### config.mk
export PLATFORM = sky130hd
export DESIGN_NAME = timekeeper_core
export DESIGN_NICKNAME = d
export VERILOG_FILES = /design/src/rtl/timekeeper_core.sv
export SDC_FILE = /design/constraint.sdc
export NUM_CORES = 1
export LEC_CHECK = 0
export ABC_CLOCK_PERIOD_IN_PS = 2380
export BUFFER_PORTS_ARGS = -buffer_cell sky130_fd_sc_hd__buf_2
export CORE_UTILIZATION = 45
export DETAILED_ROUTE_END_ITERATION = 6
export PLACE_DENSITY = 0.71
export SYNTH_ARGS = -nofsm -noshare
export SYNTH_HDL_FRONTEND = slang
export SYNTH_SLANG_ARGS = --single-unit
### constraint.sdc
create_clock -name i_clk -period 2.38 [get_ports i_clk]
set_input_delay 0.476 -clock i_clk [delete_from_list [all_inputs] [get_ports i_clk]]
set_output_delay 0.476 -clock i_clk [all_outputs]
set_load 0.05 [all_outputs]
### src/rtl/timekeeper_core.sv
// timekeeper_core
// Time-of-day core: a sub-second prescaler drives cascaded sec/min/hr
// counters. A set mode freezes the time and lets a cursor-selected field be
// adjusted. The core also provides 12/24-hour output formatting and a
// minute-resolution alarm.
//
// Ports:
//   i_clk, i_rstn            clock, asynchronous active-low reset
//   i_set                    toggles run/set mode
//   i_up, i_down             adjust selected field (set mode only)
//   i_left, i_right          move field cursor (set mode only)
//   i_mode12                 1 = 12-hour o_hr format, 0 = 24-hour
//   i_alarm_en/hr/min        alarm enable and time (24-hour hour encoding)
//   o_sec, o_min, o_hr       current time (o_hr formatted per i_mode12)
//   o_pm                     internal hour >= 12
//   o_setting, o_field       set mode flag and cursor (0 sec, 1 min, 2 hr)
//   o_sec_tick, o_alarm      one-cycle pulses, aligned with the new time
//
// All control inputs are level-sampled every cycle. A pulse held high acts
// on every cycle it is high, so there is no handshake and no edge detection.
module timekeeper_core #(
  parameter int TICKS_PER_SEC = 1000,
  parameter int RESET_HR      = 0,
  parameter int RESET_MIN     = 0,
  parameter int RESET_SEC     = 0
) (
  input  logic       i_clk,
  input  logic       i_rstn,
  input  logic       i_set,
  input  logic       i_up,
  input  logic       i_down,
  input  logic       i_left,
  input  logic       i_right,
  input  logic       i_mode12,
  input  logic       i_alarm_en,
  input  logic [4:0] i_alarm_hr,
  input  logic [5:0] i_alarm_min,
  output logic [5:0] o_sec,
  output logic [5:0] o_min,
  output logic [4:0] o_hr,
  output logic       o_pm,
  output logic       o_setting,
  output logic [1:0] o_field,
  output logic       o_sec_tick,
  output logic       o_alarm
);

  localparam int PW = (TICKS_PER_SEC > 2) ? $clog2(TICKS_PER_SEC) : 1;
  localparam logic [PW-1:0] TERM = PW'(TICKS_PER_SEC - 1);

  typedef enum logic {
    MODE_RUN = 1'b0,
    MODE_SET = 1'b1
  } mode_t;

  mode_t         mode;
  logic [PW-1:0] presc;
  logic [5:0]    sec_q;
  logic [5:0]    min_q;
  logic [4:0]    hr_q;
  logic [1:0]    field_q;
  logic          sec_tick_q;
  logic          alarm_q;

  // Run-mode cascade: the value the time takes if this cycle is a tick.
  logic       terminal;
  logic       sec_wrap;
  logic       min_wrap;
  logic [5:0] inc_sec;
  logic [5:0] inc_min;
  logic [4:0] inc_hr;
  logic       alarm_hit;

  always_comb begin
    terminal  = (mode == MODE_RUN) && (presc == TERM);
    sec_wrap  = (sec_q == 6'd59);
    min_wrap  = sec_wrap && (min_q == 6'd59);
    inc_sec   = sec_wrap ? 6'd0 : sec_q + 6'd1;
    inc_min   = sec_wrap ? ((min_q == 6'd59) ? 6'd0 : min_q + 6'd1) : min_q;
    inc_hr    = min_wrap ? ((hr_q == 5'd23) ? 5'd0 : hr_q + 5'd1) : hr_q;
    // Out-of-range alarm settings can never match a legal time, so they
    // never fire without any extra range check.
    alarm_hit = i_alarm_en && (inc_hr == i_alarm_hr) &&
                (inc_min == i_alarm_min) && (inc_sec == 6'd0);
  end

  // Set-mode adjust: wraps within the selected field, never carries.
  // The adjust uses the cursor position from before any move this cycle.
  logic       up_only;
  logic       down_only;
  logic       left_only;
  logic       right_only;
  logic [5:0] adj_sec;
  logic [5:0] adj_min;
  logic [4:0] adj_hr;
  logic [1:0] nxt_field;

  always_comb begin
    up_only    = i_up & ~i_down;
    down_only  = i_down & ~i_up;
    left_only  = i_left & ~i_right;
    right_only = i_right & ~i_left;
    adj_sec    = sec_q;
    adj_min    = min_q;
    adj_hr     = hr_q;
    nxt_field  = field_q;
    if (up_only) begin
      case (field_q)
        2'd0:    adj_sec = (sec_q == 6'd59) ? 6'd0 : sec_q + 6'd1;
        2'd1:    adj_min = (min_q == 6'd59) ? 6'd0 : min_q + 6'd1;
        2'd2:    adj_hr  = (hr_q == 5'd23) ? 5'd0 : hr_q + 5'd1;
        default: begin end
      endcase
    end else if (down_only) begin
      case (field_q)
        2'd0:    adj_sec = (sec_q == 6'd0) ? 6'd59 : sec_q - 6'd1;
        2'd1:    adj_min = (min_q == 6'd0) ? 6'd59 : min_q - 6'd1;
        2'd2:    adj_hr  = (hr_q == 5'd0) ? 5'd23 : hr_q - 5'd1;
        default: begin end
      endcase
    end
    if (left_only) begin
      nxt_field = (field_q == 2'd2) ? 2'd0 : field_q + 2'd1;
    end else if (right_only) begin
      nxt_field = (field_q == 2'd0) ? 2'd2 : field_q - 2'd1;
    end
  end

  always_ff @(posedge i_clk or negedge i_rstn) begin
    if (!i_rstn) begin
      mode       <= MODE_RUN;
      presc      <= '0;
      sec_q      <= 6'(RESET_SEC);
      min_q      <= 6'(RESET_MIN);
      hr_q       <= 5'(RESET_HR);
      field_q    <= 2'd0;
      sec_tick_q <= 1'b0;
      alarm_q    <= 1'b0;
    end else begin
      case (mode)
        MODE_RUN: begin
          sec_tick_q <= terminal;
          alarm_q    <= terminal && alarm_hit;
          if (terminal) begin
            presc <= '0;
            sec_q <= inc_sec;
            min_q <= inc_min;
            hr_q  <= inc_hr;
          end else begin
            presc <= presc + PW'(1);
          end
          // A coincident tick above still lands; only the prescaler is
          // overridden so set mode starts from a clean count.
          if (i_set) begin
            mode    <= MODE_SET;
            field_q <= 2'd0;
            presc   <= '0;
          end
        end
        MODE_SET: begin
          presc      <= '0;
          sec_tick_q <= 1'b0;
          alarm_q    <= 1'b0;
          sec_q      <= adj_sec;
          min_q      <= adj_min;
          hr_q       <= adj_hr;
          field_q    <= nxt_field;
          if (i_set) begin
            mode <= MODE_RUN;
          end
        end
        default: mode <= MODE_RUN;
      endcase
    end
  end

  // 12-hour view: 0 and 12 both show as 12.
  logic [4:0] hr12;
  always_comb begin
    if (hr_q == 5'd0 || hr_q == 5'd12) begin
      hr12 = 5'd12;
    end else if (hr_q > 5'd12) begin
      hr12 = hr_q - 5'd12;
    end else begin
      hr12 = hr_q;
    end
  end

  assign o_sec      = sec_q;
  assign o_min      = min_q;
  assign o_hr       = i_mode12 ? hr12 : hr_q;
  assign o_pm       = (hr_q >= 5'd12);
  assign o_setting  = (mode == MODE_SET);
  assign o_field    = field_q;
  assign o_sec_tick = sec_tick_q;
  assign o_alarm    = alarm_q;

endmodule

==> flow_summary.json, run 1 <==
{
  "worst-r2r-setup-slack_ns": 0.16,
  "antenna_left": 0,
  "min_period_over_period_pct": 96.9,
  "finish.net_count": 494,
  "worstHoldPathType": "in2async",
  "worst_setup_hold_path_clk_slew_ns": 0.09,
  "timing.hold.ws_ns": 0.263,
  "initial_core_util_pct": 47.3,
  "critical_path.reg2reg.startpoint": "o_sec[1]$_DFFE_PN0P_",
  "grt_pass1_wl_mm": 15.0,
  "design.die.area_um2": 7130,
  "global_route.overflow_total": 0,
  "synth_largest_area_cell": "dfrtp_1",
  "synth_top_flop_cell": "dfrtp_1",
  "dpl_hpwl_mm": 6.65,
  "grt_pass1_vias": 3067,
  "layout.area.seq_um2": 808,
  "final_max_slew_viol_count": 0,
  "synthCells": 396,
  "design.core.area_um2": 6460,
  "crit_path_end_kind": "output pin",
  "crit_path_start": "hr_q[3]$_DFFE_PN0P_",
  "post_cts_buffers": 0,
  "timing.final.crit_period_ns": 2.31,
  "cts_hold_repair.buffers": 0,
  "criticalPathCategory": "reg2out",
  "cts_buffer_count": 5,
  "finalClockSkew_ns": 0.0140,
  "met3WireLength_um": 531,
  "synth.area.top_cells": "dfrtp_1, ha_1, a21oi_1, nand2_1, o21ai_0",
  "route.top_layer_used": "met4",
  "numPortBuffers": 42,
  "achievable-frequency_mhz": 433,
  "ys_seq_area_share_pct": 26.2,
  "worst-endpoint-required_ns": 1.90,
  "multiInputGateArea_um2": 2130,
  "ir_worst_vdd_mv": 0.607,
  "arrival_ns": 1.83,
  "die_x_um": 84.4,
  "fraction_of_post_synthesis_cell_area_in_the_top_cell_type_by_area_pct": 26.2,
  "maxCapViolCount": 0,
  "core.rowCount": 29,
  "final_core_utilization_pct": 57.0,
  "yosys_register_bits": 32,
  "wl_per_cell_um": 16.7,
  "routed_via_density": 6.09,
  "post_layout_nonfiller_instances": 535,
  "routed-via-count": 3257,
  "flow.area_growth_from_synthesis_pct": 20.3,
  "place_worst_setup_slack_ns": 0.135,
  "clk-insertion-delay-late_ns": 0.29,
  "synthDistinctLibCells": 64,
  "setup.worst_path.start_class": "register",
  "post_dp_cell_area_um2": 3550,
  "mappedNetlistArea_um2": 3060,
  "detail_route.iter0.violations": 273,
  "tritoncts": "done",
  "sum_of_routed_wire_segments_on_met1_mm": 4.20,
  "num_io_pins": 43,
  "ctsRootBufferMaster": "clkbuf_8",
  "first_pass_iters": 7,
  "dp_cells": 527,
  "violations": "design-rule violations",
  "setup-violations-final": 0,
  "fillerInstances": 604,
  "run_status": "finished, violations left",
  "syn_nets": 433,
  "clock_sink_count": 32,
  "grt_setup_unrepaired": "false",
  "p_leak_nw": 1.59,
  "ys.warnings.count": 0,
  "async_flop_share_pct": 100,
  "synth_edf_count": 0,
  "final_routed_drc_violation_total": 3,
  "max_slew_margin_pct": 47.7,
  "r2r.worst_path.cells": 7,
  "total_count_of_hold_check_failures_in_the_final_report": 0,
  "synth_area_per_cell_um2": 7.72,
  "crit_path_max_fanout": 6,
  "met2_wirelength_mm": 4.09,
  "power-per-cell-area_nw_per_um2": 1200,
  "final.setup.worst_slack_ns": 0.0729,
  "grt.total_usage_pct": 26.1,
  "final_layout_size_suffix_gt1_share_pct": 25.1,
  "antenna_violations_before_repair": 0,
  "design_area_um2": 3680,
  "routed_wirelength_mm": 8.93,
  "h_tree_depth": 2,
  "worst_pin_slew_ns": 0.785,
  "diode_insertion_count_for_antenna_repair": 0,
  "die_h_um": 84.4,
  "cts_buffer_depth": 2,
  "pin_count_of_the_biggest_net_entering_global_routing": 33,
  "place.gp.congestion": 0.952
}
Yosys cell counts, types with 2 or more instances:
cell       count
nor4_2         2
or3_1          7
nor2b_1        7
xor2_1        10
nor3b_1        2
clkbuf_1      18
buf_2          5
o21a_1         3
and3_1         5
o221a_1        2
nand2_1       35
nor4_1         3
dfrtp_1       32
nand4_1        5
a21o_1         5
mux2_2         2
nor3_1         9
inv_2          2
a31oi_1        4
o22ai_1        6
xnor2_1       11
nand3_1       13
o2111ai_1      3
a221o_1        4
o211ai_1       8
a21oi_1       42
ha_1          17
a221oi_1       5
nor2_1        24
nand2b_1      10
buf_1          2
and2_1         2
nand3b_1       2
o31ai_1        5
o21ai_1       13
inv_1         13
mux2i_1        4
o21ai_0       26
or3b_2         2
a2bb2oi_1      2
final timing paths:
check,endpoint
max,o_hr[3]
max in group asynchronous,o_min[1]$_DFFE_PN0P_
min,o_alarm$_DFF_PN0_
min reg2reg,presc[0]$_DFF_PN0_
max reg2reg,o_alarm$_DFF_PN0_
min in group i_clk,presc[0]$_DFF_PN0_
final cells by class:
cell class | count | area share [%]
clock buffer | 5 | 1.87
tap | 77 | 2.62
timing repair buffer | 80 | 13.7
clock inverter | 3 | 0.510
multi-input combinational | 323 | 57.8
sequential | 32 | 22.0
inverter | 15 | 1.53
cell usage in the layout, fill, tap and decap left out, drive strengths merged, types with 11 or more instances in the layout:
cell    n
o21ai  39
dfrtp  32
nor2   25
buf    80
xnor2  11
nand2  35
inv    15
nand3  13
a21oi  43
ha     17
report_power, final:
group	leakage (nW)	internal, mW	switching, mW	total [mW]
Clock	0.0479	0.204	0.239	0.444
Combinational	1.14	1.10	1.98	3.08
Sequential	0.403	0.699	0.189	0.888
Total	1.59	2.00	2.40	4.41
kinds of logic after synthesis:
family,count (synthesis),synth area share (%)
compound gates,140,28.8
xor+xnor,21,6.01
fa+ha+maj,17,6.96
flops,32,26.2
buf+inv,41,5.36
simple gates,139,24.7
mux,6,2.05
what timing repair did:
item,CTS,global route
setup endpoints to repair,3,6
resized for setup,4,9
pin swaps,0,0
sequential cells by signal (all words and copies together) (netlist names):
signal,cells
o_min,6
hr_q,5
o_alarm,1
presc,10
o_sec_tick,1
o_setting,1
o_sec,6
o_field,2
per-layer routing:
metal  global-route usage, %  up-vias
met5                       0        -
met4                    6.32        0
met3                    5.21       14
met2                    40.7      120
met1                    37.2     1544
li1                        -     1579
critical path, cell delays in order, from the launching register on:
cell and delay, ns:
dfrtp_1 0.40, buf_4 0.16, ha_1 0.24, o211a_1 0.29, a221o_1 0.27, buf_4 0.19
metrics by stage:
step | power (mW) | TNS, ns
floorplan | 3.05 | -0.0992
global placement | 3.84 | 0
detailed placement | 3.88 | 0
CTS | 4.35 | 0
global route | 4.74 | 0
finish | 4.41 | 0
Power figures use the tool's default switching activity.
==> run 2, diff against run 1 <==
ABC_AREA = 1   (was not set)
CORE_ASPECT_RATIO = 0.5   (was not set)
GPL_TIMING_DRIVEN = 1   (was not set)
==> run 2 against run 1 <==
Compared with the run above: the flow still finishes with violations (design-rule violations); flip-flop and latch count unchanged; first-iteration DRC count down 30%; count of clock-buffer cells in the layout increased by 1; sequential power is 10% higher; die area decreased by 5.4%; synthesized area fell by 5.8%; critical path type unchanged; critical path depth is 4 higher; sequential share of layout area up 1.2 points; worst setup slack gained 0.016 ns; via count fell by 6.3%; global-route usage is 2.2 points lower.
==> flow_summary.json, run 2 <==
{
  "largest_register": "presc",
  "p_switching_mw": 2.61,
  "power-per-cell-area_nw_per_um2": 1390,
  "numPortBuffers": 42,
  "grt.total_usage_pct": 23.9,
  "worstHoldPathType": "in2async",
  "power.clock.fraction_pct": 15.8,
  "layout.cells.most_common_list": "nand2_1, nor2_1, inv_1, nand3_1, buf_2",
  "tritoncts": "done",
  "worst-endpoint-required_ns": 1.90,
  "mappedNetlistArea_um2": 2880,
  "global_route.overflow_total": 0,
  "finalSetupTns_ns": 0,
  "core.rowCount": 20,
  "cts_buffer_count": 5,
  "clock_sink_count": 32,
  "die_h_um": 58.6,
  "pwr-share-seq_pct": 20.4,
  "routed_wirelength_mm": 7.55,
  "fraction_of_post_synthesis_cell_area_in_the_top_cell_type_by_area_pct": 27.8,
  "die_x_um": 115,
  "post_layout_nonfiller_instances": 589,
  "syn_nets": 481,
  "synthCells": 444,
  "synth_area_per_cell_um2": 6.49,
  "setup.worst_path.start_class": "register",
  "synth_top_flop_cell": "dfrtp_1",
  "run_status": "finished, violations left",
  "finish.net_count": 537,
  "dpl_hpwl_mm": 5.36,
  "place_worst_setup_slack_ns": 0.202,
  "design.die.area_um2": 6750,
  "place.gp.congestion": 0.877,
  "timing.final.crit_period_ns": 2.29,
  "final_routed_drc_violation_total": 3,
  "worst_setup_hold_path_clk_slew_ns": 0.06,
  "design.core.area_um2": 6130,
  "p_int_mw": 2.20,
  "final_core_utilization_pct": 56.5,
  "post_dp_cell_area_um2": 3210,
  "h_tree_depth": 2,
  "maxCapViolCount": 0,
  "antenna_violations_before_repair": 0,
  "post-synth-top-count-cell": "nand2_1",
  "yosys_register_bits": 32,
  "async_flop_share_pct": 100,
  "violations": "design-rule violations",
  "flow.area_growth_from_synthesis_pct": 20.1,
  "finalClockSkew_ns": 0.00754,
  "num_io_pins": 43,
  "p_leak_nw": 1.79,
  "final_layout_size_suffix_gt1_share_pct": 18.8,
  "max_slew_margin_pct": 47.6,
  "worst_pin_slew_ns": 0.786,
  "grt_pass1_wl_mm": 12.2,
  "power.share.combinational_pct": 63.8,
  "initial_core_util_pct": 47.0,
  "clk-insertion-delay-late_ns": 0.29,
  "pin_count_of_the_biggest_net_entering_global_routing": 33,
  "crit_path_end_kind": "output pin",
  "synthDistinctLibCells": 33,
  "synth.area.top_cells": "dfrtp_1, nand2_1, nand3_1, ha_1, inv_1",
  "cts_buffer_depth": 2,
  "ys.warnings.count": 0,
  "diode_insertion_count_for_antenna_repair": 0,
  "first_pass_iters": 7,
  "criticalPathCategory": "reg2out",
  "crit_path_max_fanout": 5,
  "total_count_of_hold_check_failures_in_the_final_report": 0,
  "synth_edf_count": 0,
  "min_period_over_period_pct": 96.3,
  "setup-violations-final": 0,
  "design_area_um2": 3460,
  "grt_pass1_vias": 2515,
  "synth_largest_area_cell": "dfrtp_1",
  "wl_per_cell_um": 12.8,
  "routed_via_density": 5.18,
  "routed-via-count": 3051,
  "ctsRootBufferMaster": "clkbuf_16",
  "final_max_slew_viol_count": 0,
  "arrival_ns": 1.82,
  "largest_register_ffs": 10,
  "worst-r2r-setup-slack_ns": 0.40,
  "ys_seq_area_share_pct": 27.8,
  "final_common_cell": "nand2_1",
  "switching_share_pct": 54.3,
  "synth.top_cells.by_count": "nand2_1, inv_1, nor2_1, nand3_1",
  "dp_cells": 573,
  "final.setup.worst_slack_ns": 0.0885,
  "ir_worst_vdd_mv": 0.654,
  "achievable-frequency_mhz": 436,
  "detail_route.iter0.violations": 190,
  "antenna_left": 0
}
-- run 2: cell count changes in the layout (fill, tap and decap cells not counted), sizes merged, moves of 10 or more --
cell,delta
a21oi,-34
inv,+43
nor2,+34
nand3,+38
nand2b,-10
buf,-21
nand2,+86
-- run 2: kinds of logic (layout without fill, tap and decap cells) --
family                   after synthesis  after routing  share of synthesized area [%]
flip-flops                            32             32                           27.8
AO/OA/AOI/OAI                         66             66                           13.2
adder cells (fa/ha/maj)               17             17                           7.38
buffers and inverters                 68            125                           9.51
AND/OR/NAND/NOR                      252            252                           39.4
XOR/XNOR                               9              9                           2.74
-- run 2: metrics by stage --
stage	hold slack, ns	power [mW]
2_1_floorplan	0.180	3.17
3_3_place_gp	0.451	3.85
3_5_place_dp	0.460	3.87
4_1_cts	0.312	4.66
5_1_grt	0.345	5.19
6_report	0.270	4.80
-- run 2: path summary, 6_finish.rpt --
kind,start,cells past startpoint,endpoint
worst min-delay path,i_rstn,1,o_alarm$_DFF_PN0_
worst max register to register,o_min[0]$_DFFE_PN0P_,9,o_alarm$_DFF_PN0_
min in group i_clk,i_alarm_min[5],3,o_alarm$_DFF_PN0_
worst min register to register,presc[0]$_DFF_PN0_,1,presc[0]$_DFF_PN0_
worst max-delay path,hr_q[2]$_DFFE_PN0P_,9,o_hr[3]
max in group asynchronous,i_rstn,1,hr_q[3]$_DFFE_PN0P_
-- run 2: timing repair --
item | 4_1_cts | 5_1_grt
setup buffers | 0 | 8
hold buffers | 0 | 0
endpoints found under the hold margin | 0 | 0
setup endpoints to repair | 2 | 5
pin swaps | 0 | 2
gates resized for setup | 3 | 14
-- run 2: final cells by class --
cell class | instances | area (um^2)
fillers | 584 | 2670
repair buffers | 59 | 345
flip-flops and latches | 32 | 803
multi-input cells | 344 | 1820
clock inverters | 2 | 35.0
well taps | 88 | 110
clock buffers | 6 | 129
inverters | 58 | 220
-- run 2: critical path, stage by stage, from the launching register on --
cell	delay, ns
dfrtp_1	0.43
inv_2	0.09
ha_2	0.19
nand2_1	0.08
nor2_2	0.13
nor2_1	0.08
nor2_2	0.15
inv_1	0.07
o211ai_1	0.09
buf_4	0.22
-- run 2: power by group through the flow --
| stage | sequential, mW | combinational, mW | clock [mW] |
|---|---|---|---|
| 2_1_floorplan | 1.28 | 1.89 | 0 |
| 3_3_place_gp | 0.967 | 2.88 | 0 |
| 3_5_place_dp | 0.975 | 2.89 | 0 |
| 4_1_cts | 0.970 | 2.93 | 0.762 |
| 5_1_grt | 1.01 | 3.39 | 0.787 |
| 6_report | 0.979 | 3.07 | 0.758 |
-- run 2: routing by layer --
metal	track usage, %	part of all wire [%]
met1	34.9	50
met2	34.9	42
met3	5.36	6.6
met4	7.79	0.94
met5	0	0
